### config.mk
export PLATFORM = sky130hd
export DESIGN_NAME = fp_normalize
export DESIGN_NICKNAME = d
export VERILOG_FILES = /design/src/rtl/fp_normalize.sv
export SDC_FILE = /design/constraint.sdc
export NUM_CORES = 1
export LEC_CHECK = 0
export ABC_AREA = 1
export CORE_ASPECT_RATIO = 1.4
export CORE_MARGIN = 8
export CORE_UTILIZATION = 52
export DETAILED_ROUTE_END_ITERATION = 10
export GPL_TIMING_DRIVEN = 0
export PLACE_DENSITY = 0.82
export SKIP_LAST_GASP = 1
export SLEW_MARGIN = 30
export SYNTH_ARGS = -nofsm -noshare
export SYNTH_HDL_FRONTEND = slang
export SYNTH_SLANG_ARGS = --single-unit
### constraint.sdc
create_clock -name clk -period 1.93 [get_ports clk]
set_input_delay 0.386 -clock clk [delete_from_list [all_inputs] [get_ports clk]]
set_output_delay 0.386 -clock clk [all_outputs]
set_load 0.03 [all_outputs]
### src/rtl/fp_normalize.sv
// Iterative post-add normalizer: carry right-shift, one left shift per clock, exponent fix-up.
// Latency 1+N cycles after acceptance (N = left shifts); results hold in DONE until out_ready.
module fp_normalize #(
  parameter int MAX_SHIFT = 26
) (
  input  logic        clk,
  input  logic        rst_n,
  input  logic        in_valid,
  output logic        in_ready,
  input  logic [27:0] sum_mant,
  input  logic [7:0]  exp_in,
  input  logic        sign_in,
  output logic        out_valid,
  input  logic        out_ready,
  output logic [26:0] mantisa_norm,
  output logic [7:0]  exp_norm,
  output logic        sign_norm,
  output logic        zero_flag,
  output logic        ovf_flag,
  output logic        unf_flag
);

  localparam int CW = $clog2(MAX_SHIFT + 1);

  typedef enum logic [1:0] {IDLE, NORM, DONE} state_t;

  state_t        state, state_nx;
  logic [27:0]   m, m_nx;
  logic [7:0]    e, e_nx;
  logic [7:0]    e_inc;
  logic          s, s_nx;
  logic          zero, zero_nx;
  logic          ovf, ovf_nx;
  logic          unf, unf_nx;
  logic [CW-1:0] cnt, cnt_nx;

  assign e_inc = e + 8'd1;

  always_comb begin
    state_nx = state;
    m_nx     = m;
    e_nx     = e;
    s_nx     = s;
    zero_nx  = zero;
    ovf_nx   = ovf;
    unf_nx   = unf;
    cnt_nx   = cnt;
    case (state)
      IDLE: begin
        if (in_valid) begin
          m_nx     = sum_mant;
          e_nx     = exp_in;
          s_nx     = sign_in;
          zero_nx  = 1'b0;
          ovf_nx   = 1'b0;
          unf_nx   = 1'b0;
          cnt_nx   = '0;
          state_nx = NORM;
        end
      end
      NORM: begin
        if (e == 8'd255) begin
          ovf_nx   = 1'b1;
          state_nx = DONE;
        end else if (m == 28'd0) begin
          zero_nx  = 1'b1;
          e_nx     = 8'd0;
          state_nx = DONE;
        end else if (m[27]) begin
          // Right shift folds the dropped bit into sticky.
          m_nx     = {1'b0, m[27:2], m[1] | m[0]};
          e_nx     = e_inc;
          if (e_inc == 8'd255) begin
            ovf_nx       = 1'b1;
            m_nx[26:0]   = 27'd0;
          end
          state_nx = DONE;
        end else if (m[26]) begin
          state_nx = DONE;
        end else if (e <= 8'd1) begin
          unf_nx   = 1'b1;
          e_nx     = 8'd0;
          state_nx = DONE;
        end else if (cnt == MAX_SHIFT[CW-1:0]) begin
          state_nx = DONE;
        end else begin
          m_nx     = {m[26:0], 1'b0};
          e_nx     = e - 8'd1;
          cnt_nx   = cnt + 1'b1;
        end
      end
      DONE: begin
        if (out_ready) state_nx = IDLE;
      end
      default: state_nx = IDLE;
    endcase
  end

  always_ff @(posedge clk or negedge rst_n) begin
    if (!rst_n) begin
      state <= IDLE;
      m     <= '0;
      e     <= '0;
      s     <= 1'b0;
      zero  <= 1'b0;
      ovf   <= 1'b0;
      unf   <= 1'b0;
      cnt   <= '0;
    end else begin
      state <= state_nx;
      m     <= m_nx;
      e     <= e_nx;
      s     <= s_nx;
      zero  <= zero_nx;
      ovf   <= ovf_nx;
      unf   <= unf_nx;
      cnt   <= cnt_nx;
    end
  end

  assign in_ready     = (state == IDLE);
  assign out_valid    = (state == DONE);
  assign mantisa_norm = m[26:0];
  assign exp_norm     = e;
  assign sign_norm    = s;
  assign zero_flag    = zero;
  assign ovf_flag     = ovf;
  assign unf_flag     = unf;

endmodule

==> metrics.md <==
| Metric | Value |
|---|---|
| Largest net degree at the start of global routing | between 40 and 50 |
| Worst Slack Setup Final | -0.02367 ns |
| Area occupied by multi-input gates | just over 0.002 mm^2 |
| R2R Path End | m[10] |
| GRT overflow | 0 |
| Detailed Route WL | between 10000 and 15000 um |
| Max Clock Freq | between 500 and 600 MHz |
| Combinational power share | 0.693 |
| Global placer's final weighted congestion | around 0.9 |
| Top FF cell, synth | dfrtp_1 |
| Clock buffer depth | 2 |
| Leakage | ~2.9 nW |
| Die height | between 100 and 150 um |
| Placed cell area | approximately 0.0046 mm^2 |
| Min Tclk post-route | roughly 2 ns |
| Hold slack | roughly 0.083 ns |
| CP endpoint kind | output pin |
| FF-to-FF setup slack | about 0.060 ns |
| Port-buffer cells | 81 |
| Switching share of power | 0.5115 |
| Reg2Reg Depth | 12 |
| Clock Power Share | 0.096 |
| Worst Setup Path Type | register to output pin |
| Register area | between 0.001 and 0.0015 mm^2 |
| Cells along the critical path | buf_4 > clkdlybuf4s50_1 |
| Pwr Density | 1854 mW/mm^2 |
| Min-Delay Path Class | primary input to asynchronous set/reset pin |
| Avg Cell Area, Syn | 6.229 um^2 |
| Count of cell types in the netlist | 33 |
| Area Growth Syn to Fin | 40.28% |
| Initial antenna violation count | 0 |
| Drt drc | 0 |
| Synth area leaders | dfrtp_1 32%, nand2_1 20%, nor2_1 9.3%, inv_1 7.4%, nand3_1 6.5% |
| Clock H-tree levels | 2 |
| Vias per inst | between 5 and 6 |
| Critical R2R Launch | exp_norm[0] |
| Worst Setup EP | exp_norm[1] |
| CP required | approximately 1.5 ns |
| Synth async-reset ratio | 1.000 |
| # setup viols final | 1 |
| Type of origin of the critical path | register |
| Skew-Pair Late Insertion Delay | 0.32 ns |
| Setup Skew | between 0.01 and 0.015 ns |
| Cell Area, Synth | 0.003719 mm^2 |
| Synth top cells by count | 195 x nand2_1, 92 x nor2_1, 73 x inv_1 |
| FILL cells | approximately 600 |
| Most numerous cell in the Yosys netlist | nand2_1 |
| DIE WIDTH | a little under 90 um |
| Maxcap violations | 0 |
| Switching power | a little under 0.005 W |
| Syn nets | 644 |
| Starting Density | 0.5361 |
| CTS Sinks | between 40 and 50 |
| #FFs+latches synth | 47 |
| Reg power frac | 0.212 |
| Boundary Pins | 82 |
| Share of cells above drive strength 1 | 0.1735 |
| Hold buffer count at CTS | 0 |
| GRT Total Usage | 0.2240 |
| Fraction of the cycle the final worst path needs | 1.012 |
| Failing checks | negative setup slack |
| Row count | 36 |
| TritonCTS clock tree | done |
| Antenna-violating nets left | 0 |
| Starting DRC count in detailed routing | 204 |
| Final Max Tran Viols | 0 |
| Slew margin rel. | 0.5710 |
| Area leader, netlist | dfrtp_1 |
| Final Hold Fails | 0 |
| First-pass GRT wire length | about 18000 um |
| Internal power | 0.004723 W |
| RSZ-0062 raised after global routing | true |
| Final instance area | 0.005216 mm^2 |
| Worst-path fanout max | 4 |
| Post-synth EDFFs | 0 |
| Worst vdd ir | 1.082 mV |
| Seq/Total Area, Yosys | 0.3163 |
| Ys Warns | 0 |
| Crit-path slowest cell | clkdlybuf4s50_1 |
| Outcome | complete, but fails checks |
| Slew of the pin with the lowest slew margin | around 0.64 ns |
| Data arrival, critical path | about 1.6 ns |
| CTS root buf | clkbuf_8 |
| CP max stage delay | 0.66 ns |
| Vias in the first global route | 3920 |
| Crit. Startpoint | exp_norm[1] |
| Drt first pass iters | 5 |
| Core ar. | slightly below 0.007 mm^2 |
| Post-Synthesis Cells | a little under 600 |
| Via count | between 4000 and 5000 |
| Wire per inst | about 15 um |
| Synth top area share | 0.3163 |
| Design Power | just under 0.01 W |
| Post-DP HPWL | 8154 um |
| ANT cells | 0 |
| Final Net Count | approximately 750 |
| Die area | between 0.01 and 0.015 mm^2 |
| Clock transition at path regs | roughly 0.1 ns |
| CTS buffer count | 5 |
through the flow:
step / TNS (ns) / setup WS (ns) / utilization / cells
floorplan: 0 / 0.03887 / - / 597
global placement: -51.05 / -1.172 / 0.6703 / 773
detailed placement: -4.216 / -0.1558 / 0.6699 / 773
CTS: 0 / 0.0008932 / 0.6937 / 784
global route: -1.044 / -0.07385 / 0.7520 / 798
finish: -0.02367 / -0.02367 / 0.7520 / 798
worst max-delay path: cells and delay by family, from the launching register on:
family,cells,cell delay [ns]
buffers and inverters,2,0.81
DFF,1,0.45
worst min path at each step:
stage               from        end  slack [ns]  depth (start not counted)
2_1_floorplan      rst_n     cnt[0]        0.09                          0
3_3_place_gp   sign_norm  sign_norm        0.46                          2
3_5_place_dp       rst_n     cnt[4]        0.45                          1
4_1_cts            rst_n     cnt[4]        0.11                          1
5_1_grt            rst_n     cnt[2]        0.13                          1
6_report           rst_n     cnt[2]        0.08                          1
state kept, by name, summed over array words and instances (netlist names):
signal,cells
sign_norm,1
cnt,5
exp_norm,8
m,28
state,2
ovf_flag,1
unf_flag,1
zero_flag,1
repair_timing:
item | CTS | global route
gates cloned | 0 | 6
buffers inserted | 3 | 8
pin swaps | 1 | 10
endpoints found under the setup margin | 56 | 58
resized for setup | 21 | 73
cells by family (layout without fill, tap and decap cells):
| kind of cell | count (synthesis) | after routing | share of synthesized area |
|---|---|---|---|
| flip-flops | 47 | 47 | 0.3163 |
| buffers and inverters | 128 | 233 | 0.1753 |
| adder cells (fa/ha/maj) | 6 | 6 | 0.02019 |
| AND/OR/NAND/NOR | 356 | 357 | 0.3943 |
| multiplexers | 2 | 2 | 0.005384 |
| AO/OA/AOI/OAI | 54 | 54 | 0.07908 |
| XOR/XNOR | 4 | 4 | 0.009423 |
cell usage in the layout (no fill, tap or decap), types with 3 or more instances in the layout:
cell	Yosys	final
nor2_4	2	9
buf_6	8	4
nor2_2	3	9
nand3_1	48	45
nand3_2	1	3
ha_1	6	3
clkbuf_16	0	4
nand2_2	9	13
inv_1	73	69
o21ai_1	8	11
clkbuf_1	5	5
dlymetal6s2s_1	0	16
dfrtp_1	47	45
o21ai_0	35	32
buf_1	5	4
inv_2	5	5
inv_4	0	4
clkdlybuf4s50_1	0	49
nand2_4	1	4
buf_8	0	4
nor2_1	92	79
buf_4	29	42
clkbuf_8	0	5
nand2_1	195	188
dlygate4sd2_1	0	15
a21oi_1	5	5
final cells by class:
class	count	area share
multi-input combinational	423	0.3979
sequential	47	0.2260
timing repair buffer	97	0.1955
buffer	49	0.07220
inverter	79	0.05877
tap	95	0.02279
clock inverter	3	0.01367
clock buffer	5	0.01319
metal layers:
| layer | vias up | GRT usage | wire, um |
|---|---|---|---|
| li1 | 2005 | - | - |
| met3 | 31 | 0.03691 | 626 |
| met1 | 1879 | 0.2438 | 4428 |
| met4 | 0 | 0.09447 | 386 |
| met2 | 167 | 0.4123 | 6305 |
| met5 | - | 0 | 0 |
power groups by stage:
stage | clock network, W | logic [W] | registers, W
floorplan | 0 | 0.00401 | 0.00207
global placement | 0 | 0.00581 | 0.00201
detailed placement | 0 | 0.00590 | 0.00202
CTS | 0.000932 | 0.00589 | 0.00200
global route | 0.000968 | 0.00733 | 0.00212
finish | 0.000924 | 0.00670 | 0.00205
Note: power is estimated with default switching activity, not from simulation.
